**config.mk**
```make
export PLATFORM = sky130hd
export DESIGN_NAME = exe_div_seq
export DESIGN_NICKNAME = d
export VERILOG_FILES = /design/src/rtl/exe_div_seq.sv
export SDC_FILE = /design/constraint.sdc
export NUM_CORES = 1
export LEC_CHECK = 0
export CAP_MARGIN = 15
export CELL_PAD_IN_SITES_DETAIL_PLACEMENT = 0
export CELL_PAD_IN_SITES_GLOBAL_PLACEMENT = 1
export CORE_UTILIZATION = 30
export DETAILED_ROUTE_END_ITERATION = 6
export PLACE_DENSITY = 0.72
export SETUP_SLACK_MARGIN = 0.05
export SLEW_MARGIN = 20
export SYNTH_ARGS = -nofsm -noshare
export SYNTH_HDL_FRONTEND = slang
export SYNTH_SLANG_ARGS = --single-unit
```
**constraint.sdc**
```tcl
create_clock -name clk -period 9.7 [get_ports clk]
set_input_delay 0.97 -clock clk [delete_from_list [all_inputs] [get_ports clk]]
set_output_delay 0.97 -clock clk [all_outputs]
set_load 0.01 [all_outputs]
```
**src/rtl/exe_div_seq.sv**
```systemverilog
// exe_div_seq: multi-cycle integer divide sequencer for the EXE stage.
// Runs one div.w / mod.w / div.wu / mod.wu request as a radix-2 restoring
// division over 32 cycles. It holds the 32-bit result until the pipeline
// takes it.
//
// Ports:
//   clk, reset         clock; synchronous active-high reset
//   flush              abort current/pending op, result discarded
//   div_valid/ready    request handshake (ready only in IDLE)
//   div_op[3:0]        one-hot {mod_wu, div_wu, mod_w, div_w}
//   div_src1/src2      dividend / divisor
//   div_tag[4:0]       destination register, returned on res_tag
//   res_valid/ready    result handshake
//   result[31:0]       quotient or remainder
//   res_tag[4:0]       captured div_tag
//   busy               state != IDLE
//
// Build option: define DIV_ZERO_FAST_EN to finish divide-by-zero at accept
// (result valid one cycle after accept) instead of iterating 32 cycles.
//
// state | meaning
// IDLE  | waiting for a request, div_ready high
// CALC  | one restoring iteration per cycle, cnt counts down 31..0
// DONE  | result held until res_ready

module exe_div_seq (
    input  logic        clk,
    input  logic        reset,
    input  logic        flush,
    input  logic        div_valid,
    output logic        div_ready,
    input  logic [3:0]  div_op,
    input  logic [31:0] div_src1,
    input  logic [31:0] div_src2,
    input  logic [4:0]  div_tag,
    output logic        res_valid,
    input  logic        res_ready,
    output logic [31:0] result,
    output logic [4:0]  res_tag,
    output logic        busy
);

    typedef enum logic [1:0] {IDLE, CALC, DONE} state_t;

    state_t      state;
    logic        init_done;
    logic [32:0] rem;
    logic [31:0] quo;
    logic [31:0] divisor;
    logic [31:0] dividend_orig;
    logic [4:0]  cnt;
    logic        op_mod;
    logic        neg_quo;
    logic        neg_rem;
    logic        div_zero;

    logic        req_signed;
    logic        req_mod;
    logic        req_zero;
    logic [31:0] src1_abs;
    logic [31:0] src2_abs;

    logic [32:0] rem_shift;
    logic [32:0] rem_sub;
    logic        rem_ge;
    logic [32:0] rem_new;
    logic [31:0] quo_new;
    logic [31:0] quo_fix;
    logic [31:0] rem_fix;
    logic [31:0] final_val;

    // The running remainder is always below the divisor after an iteration,
    // so its top bit never feeds the next shift; only the compare needs 33 bits.
    logic        unused_bits;
    assign unused_bits = ^{rem[32], rem_new[32]};

    assign req_signed = div_op[0] | div_op[1];
    assign req_mod    = div_op[1] | div_op[3];
    assign req_zero   = (div_src2 == 32'd0);
    assign src1_abs   = (req_signed && div_src1[31]) ? -div_src1 : div_src1;
    assign src2_abs   = (req_signed && div_src2[31]) ? -div_src2 : div_src2;

    assign rem_shift = {rem[31:0], quo[31]};
    assign rem_sub   = rem_shift - {1'b0, divisor};
    assign rem_ge    = (rem_shift >= {1'b0, divisor});
    assign rem_new   = rem_ge ? rem_sub : rem_shift;
    assign quo_new   = {quo[30:0], rem_ge};

    assign quo_fix = neg_quo ? -quo_new : quo_new;
    assign rem_fix = neg_rem ? -rem_new[31:0] : rem_new[31:0];

    // Divide by zero bypasses the sign fix-up entirely.
    always_comb begin
        final_val = op_mod ? rem_fix : quo_fix;
        if (div_zero) begin
            final_val = op_mod ? dividend_orig : 32'hFFFF_FFFF;
        end
    end

    always_ff @(posedge clk) begin
        if (reset) begin
            state         <= IDLE;
            init_done     <= 1'b0;
            rem           <= '0;
            quo           <= '0;
            divisor       <= '0;
            dividend_orig <= '0;
            cnt           <= '0;
            op_mod        <= 1'b0;
            neg_quo       <= 1'b0;
            neg_rem       <= 1'b0;
            div_zero      <= 1'b0;
            result        <= '0;
            res_tag       <= '0;
        end else begin
            init_done <= 1'b1;
            if (flush) begin
                state <= IDLE;
            end else begin
                case (state)
                    IDLE: begin
                        if (div_valid && (div_op != 4'd0)) begin
                            rem           <= '0;
                            quo           <= src1_abs;
                            divisor       <= src2_abs;
                            dividend_orig <= div_src1;
                            cnt           <= 5'd31;
                            op_mod        <= req_mod;
                            neg_quo       <= req_signed & (div_src1[31] ^ div_src2[31]);
                            neg_rem       <= req_signed & div_src1[31];
                            div_zero      <= req_zero;
                            res_tag       <= div_tag;
`ifdef DIV_ZERO_FAST_EN
                            if (req_zero) begin
                                state  <= DONE;
                                result <= req_mod ? div_src1 : 32'hFFFF_FFFF;
                            end else begin
                                state <= CALC;
                            end
`else
                            state <= CALC;
`endif
                        end
                    end
                    CALC: begin
                        rem <= rem_new;
                        quo <= quo_new;
                        cnt <= cnt - 5'd1;
                        if (cnt == 5'd0) begin
                            state  <= DONE;
                            result <= final_val;
                        end
                    end
                    DONE: begin
                        if (res_ready) begin
                            state <= IDLE;
                        end
                    end
                    default: state <= IDLE;
                endcase
            end
        end
    end

    assign div_ready = (state == IDLE) && init_done;
    assign busy      = (state != IDLE);
    assign res_valid = (state == DONE);

endmodule

```
==> impl_metrics.toml, run 1 <==
[status]
outcome = "finished clean"

[sta]
slew_viol_final = 0
final.setup.worst_slack_ns = 4.00
fin_skew_ns = 0.0103
period_needed_ns = 5.70
clock.fmax_ghz = 0.176
period_share = 0.587
worstMarginPinSlew_ns = 1.12
timing.final.hold_violations = 0
tns_ns = 0
rsz0062_at_grt = "false"
slew_headroom = 0.254
setup_viol = 0

[yosys]
syn_inst = 1709
async_flop_share = 0
ys_seq_elements = 177
synth.cells.most_frequent = "nand2_1 (227), nor2_1 (213), a21oi_1 (181)"
ys_dominant_reg_cell = "dfxtp_1"
yosysUniqueCellTypes = 102
synth.area.top_cells = "dfxtp_1 (28%), a21oi_1 (7.1%), nand2_1 (6.7%)"
yosys.area.top_type = "dfxtp_1"
yosysSeqAreaShare = 0.278
synth_edf_count = 0
netlist.area_leader.share = 0.278
synth_nets = 1826
yosys_warnings = 0
yosysMostFrequentCell = "nand2_1"
syn-cell-area_um2 = 12700
syn_area_per_cell_um2 = 7.45

[grt]
gr-usage-all-layers = 0.213
grt_pass1_vias = 12188
use_met1 = 0.286
grt_pass1_wl_mm = 72.1
gr-usage-met3 = 0.0273
grt-busiest-layer = "met2"
antenna_found_initial = 0
use_met2 = 0.355
grt_max_degree = 96
overflow = 0

[detailed_routing]
routed_wl_mm = 46.6
vias = 12832
ant_nets = 0
wl_per_cell_um = 20.2
drtIter0Drc = 948
drc = 0
viasPerCell = 5.57
drt_pass1_iterations = 6

[min_path]
holdCritPathClass = "reg -> reg"

[floorplanning]
dieArea_um2 = 43300
row_count = 75
initial_core_util = 0.304
dieWidth_um = 208
io_pins = 118
die_y_um = 208
core_area_um2 = 41900

[clock_network]
postCtsResizedCells = 0
cts_hold_buf = 0
cts-root-buf = "clkbuf_16"
clockBufferDepth = 2
cts_tree = "built"
cts_setup_buffers = 0
h-tree-depth = 4
clk_pin_slew_ns = 0.08
cts_inserted_buffers = 17
worst_skew_pair.late_latency_ns = 0.47
cts_sinks = 177

[critical_path]
crit_fanout = 49
crit_arrival_ns = 6.02
path_cells = "ha_1, o211ai_1, a21oi_1, o2111ai_1, a311o_2, nand2_4, mux2i_1, ha_1, nand3b_1, mux2i_1, o211ai_1, a2111o_1, o32ai_4, nand2_2, or4_1, o31ai_2, xnor2_1, o22ai_2"
cp_num_buf_inv = 0
cp-start-kind = "flop"
crit_family = "compound AO/OA/AOI/OAI gates"
cp-end-kind = "flop"
crit_required_ns = 10.02
cp_slowest_stage_delay_ns = 0.54
critPathKind = "reg -> reg"
slowest_stage = "nand2_4"

[layout]
final_core_util = 0.350
antenna_cells = 0
final_cell_count_no_fill = 2304
drive_above_1_share = 0.0567
fin_nets = 1869
syn_to_final_growth_pct = 15.4
nFillCells = 4416

[place]
dp_slack_ns = 4.10
gp_congestion = 0.998
hpwl_mm = 34.7
portBuffers = 117
dp_cells = 2272

[power]
ir_drop_uv = 137
p_leak_uw = 0.00540
power_density_nw_per_um2 = 144

[run]
maxCapViolCount = 0
[worst paths after layout]
| kind | depth (start not counted) | endpoint | start | slack (ns) |
|---|---|---|---|---|
| max | 18 | result[28] | rem[2] | 4.00 |
| max reg2reg | 18 | result[28] | rem[2] | 4.00 |
| min reg2reg | 2 | result[7] | result[7] | 0.45 |
| min | 2 | result[7] | result[7] | 0.45 |
[cells in the final DEF (no fill, tap or decap), types with 7 or more instances in the layout]
| cell | instances |
|---|---|
| o211ai_1 | 17 |
| nor2_1 | 211 |
| a211oi_1 | 58 |
| buf_4 | 13 |
| a21oi_1 | 181 |
| dfxtp_1 | 177 |
| inv_1 | 53 |
| nand2_1 | 226 |
| o21a_1 | 11 |
| o22ai_1 | 7 |
| xor2_1 | 67 |
| mux2i_1 | 19 |
| nand3b_1 | 7 |
| or3_1 | 33 |
| and3_1 | 7 |
| nand3_1 | 17 |
| or4_1 | 10 |
| clkdlybuf4s50_1 | 116 |
| nand2b_1 | 9 |
| nand4_1 | 7 |
| a31oi_1 | 7 |
| ha_1 | 38 |
| xnor2_1 | 54 |
| o41ai_1 | 11 |
| a311oi_1 | 13 |
| and2_1 | 14 |
| clkbuf_16 | 17 |
| a21o_1 | 19 |
| a22oi_1 | 19 |
| o21ai_0 | 92 |
| o221ai_1 | 17 |
| o31ai_1 | 24 |
| nor4_1 | 17 |
| nor3_1 | 34 |
[per-layer routing]
layer  share of wire  vias up
li1                -     6257
met1            0.46     6190
met2            0.47      327
met3           0.043       58
met4           0.022        0
met5               0        -
[final cells by class]
| cell class | count | area [µm²] | share of cell area |
|---|---|---|---|
| multi-input combinational | 1372 | 8450 | 0.575 |
| sequential | 177 | 3540 | 0.241 |
| clock inverter | 12 | 115 | 0.00783 |
| inverter | 55 | 209 | 0.0142 |
| tap | 539 | 674 | 0.0459 |
| timing repair buffer | 129 | 1260 | 0.0856 |
| clock buffer | 20 | 447 | 0.0304 |
[registers in the layout (all words and copies together) (netlist names)]
| name | flops |
|---|---|
| result | 32 |
| neg_rem | 1 |
| rem | 32 |
| dividend_orig | 32 |
| quo | 32 |
| neg_quo | 1 |
| init_done | 1 |
| divisor | 32 |
| cnt | 5 |
| res_tag | 5 |
| state | 2 |
| op_mod | 1 |
| div_zero | 1 |
[power by group]
part / internal [µW] / leakage (µW) / switching (µW)
sequential: 758 / 0.00144 / 31.3
combinational: 229 / 0.00369 / 393
clock: 346 / 0.000269 / 354
total: 1330 / 0.00540 / 778
[worst register-to-register path, delay by kind of cell, from the launching register on]
family                   cells  cell delay [ns]
AND/OR/NAND/NOR              4             1.28
multiplexers                 2             0.61
flip-flops                   1             0.37
adder cells (fa/ha/maj)      2             0.75
AO/OA/AOI/OAI                9             2.38
XOR/XNOR                     1             0.17
[cell families (layout without fill, tap and decap cells)]
group,after synthesis,in the layout,synth area share
AO/OA/AOI/OAI,548,548,0.288
XOR/XNOR,121,121,0.0832
adder cells (fa/ha/maj),39,39,0.0389
buffers and inverters,160,216,0.0594
flip-flops,177,177,0.278
multiplexers,21,21,0.0167
AND/OR/NAND/NOR,643,643,0.236
[stage by stage]
stage	power, µW	cell area, µm²	hold WS [ns]
floorplan	1220	12700	0.432
global placement	1420	14100	0.436
detailed placement	1420	14100	0.438
CTS	2110	14700	0.451
global route	2210	14700	0.481
finish	2110	14700	0.449
Note: power is estimated with default switching activity, not from simulation.
==> run 2, diff against run 1 <==
==> constraint.sdc (replaced) <==
create_clock -name clk -period 6 [get_ports clk]
set_input_delay 0.6 -clock clk [delete_from_list [all_inputs] [get_ports clk]]
set_output_delay 0.6 -clock clk [all_outputs]
set_load 0.01 [all_outputs]
==> run 2 against run 1 <==
Net effect: sequential share of layout area decreased by 0.051 points; sequential cell count stayed put; cell count about the same; via count rose by 0.18%; setup slack got worse by 3.3 ns; clock skew increased by 0.0032 ns; combinational power increased by 63%; critical path type unchanged; largest cell class unchanged; largest power group unchanged; highest routed layer unchanged.
==> impl_metrics.toml, run 2 (synthesis gave the netlist of run 1 again) <==
[status]
outcome = "finished clean"

[floorplanning]
initial_core_util = 0.304
dieArea_um2 = 43300
row_count = 75
core_area_um2 = 41900
die_y_um = 208
io_pins = 118
dieWidth_um = 208

[place]
gp_congestion = 0.998
portBuffers = 117
dp_cells = 2275
hpwl_mm = 34.9

[layout]
mostFrequentLayoutCell = "nand2_1"
drive_above_1_share = 0.0566
antenna_cells = 0
syn_to_final_growth_pct = 15.7
nFillCells = 4435
final_cell_count_no_fill = 2306
fin_nets = 1872
final_cell_mix = "nand2_1 (226), nor2_1 (213), a21oi_1 (181)"

[clock_network]
h-tree-depth = 4
cts_sinks = 177
postCtsResizedCells = 0
cts_tree = "built"
clockBufferDepth = 2
cts_setup_buffers = 0
cts_hold_buf = 0
worst_skew_pair.late_latency_ns = 0.46
cts-root-buf = "clkbuf_16"
cts_inserted_buffers = 17
clk_pin_slew_ns = 0.07

[detailed_routing]
drc = 0
viasPerCell = 5.57
routed_wl_mm = 46.5
drt_pass1_iterations = 6
ant_nets = 0
drtIter0Drc = 1030
vias = 12855
wl_per_cell_um = 20.2

[sta]
period_share = 0.883
clock.fmax_ghz = 0.189
tns_ns = 0
worstMarginPinSlew_ns = 1.09
fin_skew_ns = 0.0135
slew_headroom = 0.274
slew_viol_final = 0
timing.final.hold_violations = 0
period_needed_ns = 5.30
setup_viol = 0
rsz0062_at_grt = "false"

[grt]
grt_pass1_wl_mm = 72.2
gr-usage-all-layers = 0.214
grt_max_degree = 101
overflow = 0
grt_pass1_vias = 12157
antenna_found_initial = 1

[critical_path]
crit_arrival_ns = 5.61
slowest_stage = "or4_1"
path_cells = "ha_1, o211ai_1, a21oi_1, o2111ai_1, a311o_2, nand2_4, mux2i_1, ha_1, nand3b_1, mux2i_1, o211ai_1, a2111o_1, o32ai_4, nand2_2, or4_1, o31ai_2, xnor2_1, o22ai_2"
cp_slowest_stage_delay_ns = 0.54
cp_num_buf_inv = 0
cp-end-kind = "flop"
crit_family = "compound AO/OA/AOI/OAI gates"
cp-start-kind = "flop"
crit_required_ns = 6.31
critPathKind = "reg -> reg"
crit_fanout = 8

[power]
swShare = 0.363
ir_drop_uv = 215
p_leak_uw = 0.00542
power_frac_clock = 0.332
p_sw_uw = 1240
power_density_nw_per_um2 = 232
power_uw = 3420
power_frac_comb = 0.296
internal_power_uw = 2180
p_seq_frac = 0.372

[min_path]
holdCritPathClass = "reg -> reg"

[run]
maxCapViolCount = 0
[run 2: cell types whose count changed in the layout (fill, tap and decap cells not counted), sizes merged]
cell    delta
clkinv     +2
buf        +3
inv        -3
bufinv     +1
clkbuf     -1
[run 2: path summary, 6_finish.rpt]
kind | from | endpoint | slack (ns) | cells after the start
min | result[7] | result[7] | 0.44 | 2
min reg2reg | result[7] | result[7] | 0.44 | 2
max | rem[2] | result[28] | 0.70 | 18
max reg2reg | rem[2] | result[28] | 0.70 | 18
[run 2: worst min-delay path: stages (launching register included)]
cell and delay [ns]:
dfxtp_1 0.31, nand2_1 0.05, nand2_1 0.04
[run 2: layout make-up]
class,count,area (µm²),share of cell area
multi-input combinational,1372,8450,0.573
sequential,177,3540,0.241
timing repair buffer,132,1290,0.0878
tap,539,674,0.0458
clock buffer,19,433,0.0294
inverter,55,209,0.0142
clock inverter,12,130,0.00883
[run 2: power by group through the flow]
stage	Sequential, µW	Clock (µW)	Combinational [µW]
after CTS	1270	1160	1000
after detailed placement	1300	0	998
after floorplan	1290	0	694
final	1270	1140	1010
after global routing	1280	1200	1110
after global placement	1300	0	997
[run 2: layer usage]
layer / wire length (µm) / GRT usage / share of wire / vias to the layer above
met1: 22000 / 0.291 / 0.47 / 6186
met5: 0 / 0 / 0 / -
met4: 735 / 0.0567 / 0.016 / 0
met2: 22000 / 0.356 / 0.47 / 341
met3: 1820 / 0.0249 / 0.039 / 43
li1: - / - / - / 6285
[run 2: stage by stage]
stage	util	instance area [µm²]	setup WS [ns]	hold slack [ns]
after global routing	0.351	14700	0.399	0.474
after detailed placement	0.338	14200	0.818	0.441
after global placement	0.338	14200	0.924	0.437
after floorplan	-	12700	0.777	0.432
after CTS	0.351	14700	0.786	0.451
final	0.351	14700	0.700	0.445
==> run 3, diff against run 2 <==
--- a/config.mk
+++ b/config.mk
@@ -5,7 +5,7 @@
 export SDC_FILE = /design/constraint.sdc
 export NUM_CORES = 1
 export LEC_CHECK = 0
-export CAP_MARGIN = 15
+export CAP_MARGIN = 30
 export CELL_PAD_IN_SITES_DETAIL_PLACEMENT = 0
 export CELL_PAD_IN_SITES_GLOBAL_PLACEMENT = 1
 export CORE_UTILIZATION = 30
==> run 3 against run 2 <==
Net effect: setup slack improved by 0.0034 ns; utilization up 0.092 points; maximum frequency is essentially flat; clock skew grew 0.0012 ns; via count up 0.70%; first-iteration DRC count fell by 4.2%; global-route usage is 0.093 points lower; critical path depth did not move; wire length up 0.21%; sequential cell count unchanged; die area did not move; clock power about the same.
==> impl_metrics.toml, run 3 (synthesis gave the netlist of run 1 again) <==
[status]
outcome = "finished clean"

[sta]
worstMarginPinSlew_ns = 0.954
timing.final.hold_violations = 0
period_share = 0.883
tns_ns = 0
fin_skew_ns = 0.0147
slew_headroom = 0.364
slew_viol_final = 0
setup_viol = 0
rsz0062_at_grt = "false"
clock.fmax_ghz = 0.189
period_needed_ns = 5.30

[floorplanning]
core_area_um2 = 41900
dieWidth_um = 208
die_y_um = 208
dieArea_um2 = 43300
io_pins = 118
initial_core_util = 0.304
row_count = 75

[critical_path]
path_cells = "ha_1, o211ai_1, a21oi_1, o2111ai_1, a311o_2, nand2_4, mux2i_1, ha_1, nand3b_1, mux2i_1, o211ai_1, a2111o_1, o32ai_4, nand2_2, or4_1, o31ai_2, xnor2_1, o22ai_2"
crit_required_ns = 6.31
slowest_stage = "a311o_2"
crit_arrival_ns = 5.61
cp-end-kind = "flop"
cp_slowest_stage_delay_ns = 0.53
cp-start-kind = "flop"
crit_fanout = 8
critPathKind = "reg -> reg"

[grt]
gr-usage-all-layers = 0.213
use_met1 = 0.287
grt_max_degree = 101
grt_pass1_wl_mm = 71.9
overflow = 0
use_met2 = 0.352
gr-usage-met3 = 0.0276
grt_pass1_vias = 12217
antenna_found_initial = 1
grt-busiest-layer = "met2"

[layout]
final_cell_mix = "nand2_1 (226), nor2_1 (213), a21oi_1 (181)"
drive_above_1_share = 0.0577
nFillCells = 4412
fin_nets = 1874
antenna_cells = 0
syn_to_final_growth_pct = 16.0
final_cell_count_no_fill = 2308
mostFrequentLayoutCell = "nand2_1"

[power]
ir_drop_uv = 221
power_density_nw_per_um2 = 231
p_leak_uw = 0.00544
internal_power_uw = 2180
p_seq_frac = 0.372
power_frac_comb = 0.297
power_frac_clock = 0.331
p_sw_uw = 1240
swShare = 0.362

[detailed_routing]
ant_nets = 0
routed_wl_mm = 46.6
viasPerCell = 5.61
drtIter0Drc = 987
wl_per_cell_um = 20.2
drc = 0
drt_pass1_iterations = 5
vias = 12945

[clock_network]
cts_setup_buffers = 0
postCtsResizedCells = 0
cts_hold_buf = 0
cts_inserted_buffers = 17
clockBufferDepth = 2
worst_skew_pair.late_latency_ns = 0.46
h-tree-depth = 4
clk_pin_slew_ns = 0.07
cts-root-buf = "clkbuf_16"
cts_tree = "built"
cts_sinks = 177

[place]
dp_cells = 2277
gp_congestion = 0.998
portBuffers = 117
hpwl_mm = 35.3

[run]
maxCapViolCount = 0

[min_path]
holdCritPathClass = "reg -> reg"
## run 3: changes by cell type in the layout (fill, tap and decap cells not counted), sizes merged
cell and delta:
clkinv +1, inv -1, buf +2
## run 3: stage by stage
stage | hold WS, ns | utilization | setup WS (ns) | power [µW] | cell area [µm²]
3_3_place_gp | 0.437 | 0.338 | 0.924 | 2290 | 14200
5_1_grt | 0.468 | 0.352 | 0.416 | 3580 | 14800
6_report | 0.452 | 0.352 | 0.703 | 3420 | 14800
2_1_floorplan | 0.432 | - | 0.777 | 1980 | 12700
3_5_place_dp | 0.443 | 0.339 | 0.814 | 2300 | 14200
4_1_cts | 0.454 | 0.352 | 0.791 | 3430 | 14800
## run 3: layout make-up
type                            count  area, µm²  share of cell area
Multi-Input combinational cell   1372       8440               0.572
Tap cell                          539        674              0.0457
Inverter                           55        209              0.0141
Clock inverter                     12        130             0.00881
Timing Repair Buffer              134       1340              0.0905
Sequential cell                   177       3540               0.240
Clock buffer                       19        433              0.0293
## run 3: power groups by stage
stage / clock, µW / combinational, µW / sequential [µW]
floorplan: 0 / 694 / 1290
global placement: 0 / 997 / 1300
detailed placement: 0 / 1000 / 1300
CTS: 1150 / 1010 / 1270
global route: 1190 / 1110 / 1280
finish: 1130 / 1010 / 1270
## run 3: final timing paths
check                         from                to  slack (ns)  cells after the start
setup / recovery            rem[2]        result[28]        0.70                     18
hold / removal    dividend_orig[9]  dividend_orig[9]        0.45                      2
setup reg to reg            rem[2]        result[28]        0.70                     18
hold reg to reg   dividend_orig[9]  dividend_orig[9]        0.45                      2
## run 3: per-layer routing
metal | wire [µm] | vias up
li1 | - | 6288
met1 | 21600 | 6223
met2 | 21700 | 384
met3 | 2190 | 50
met4 | 1070 | 0
met5 | 0 | -
## run 3: critical path: cells and delay by family, from the launching register on
| kind | cells | cell delay [ns] |
|---|---|---|
| simple gates | 4 | 0.88 |
| flops | 1 | 0.36 |
| compound gates | 9 | 2.45 |
| fa+ha+maj | 2 | 0.78 |
| xor+xnor | 1 | 0.17 |
| mux | 2 | 0.51 |
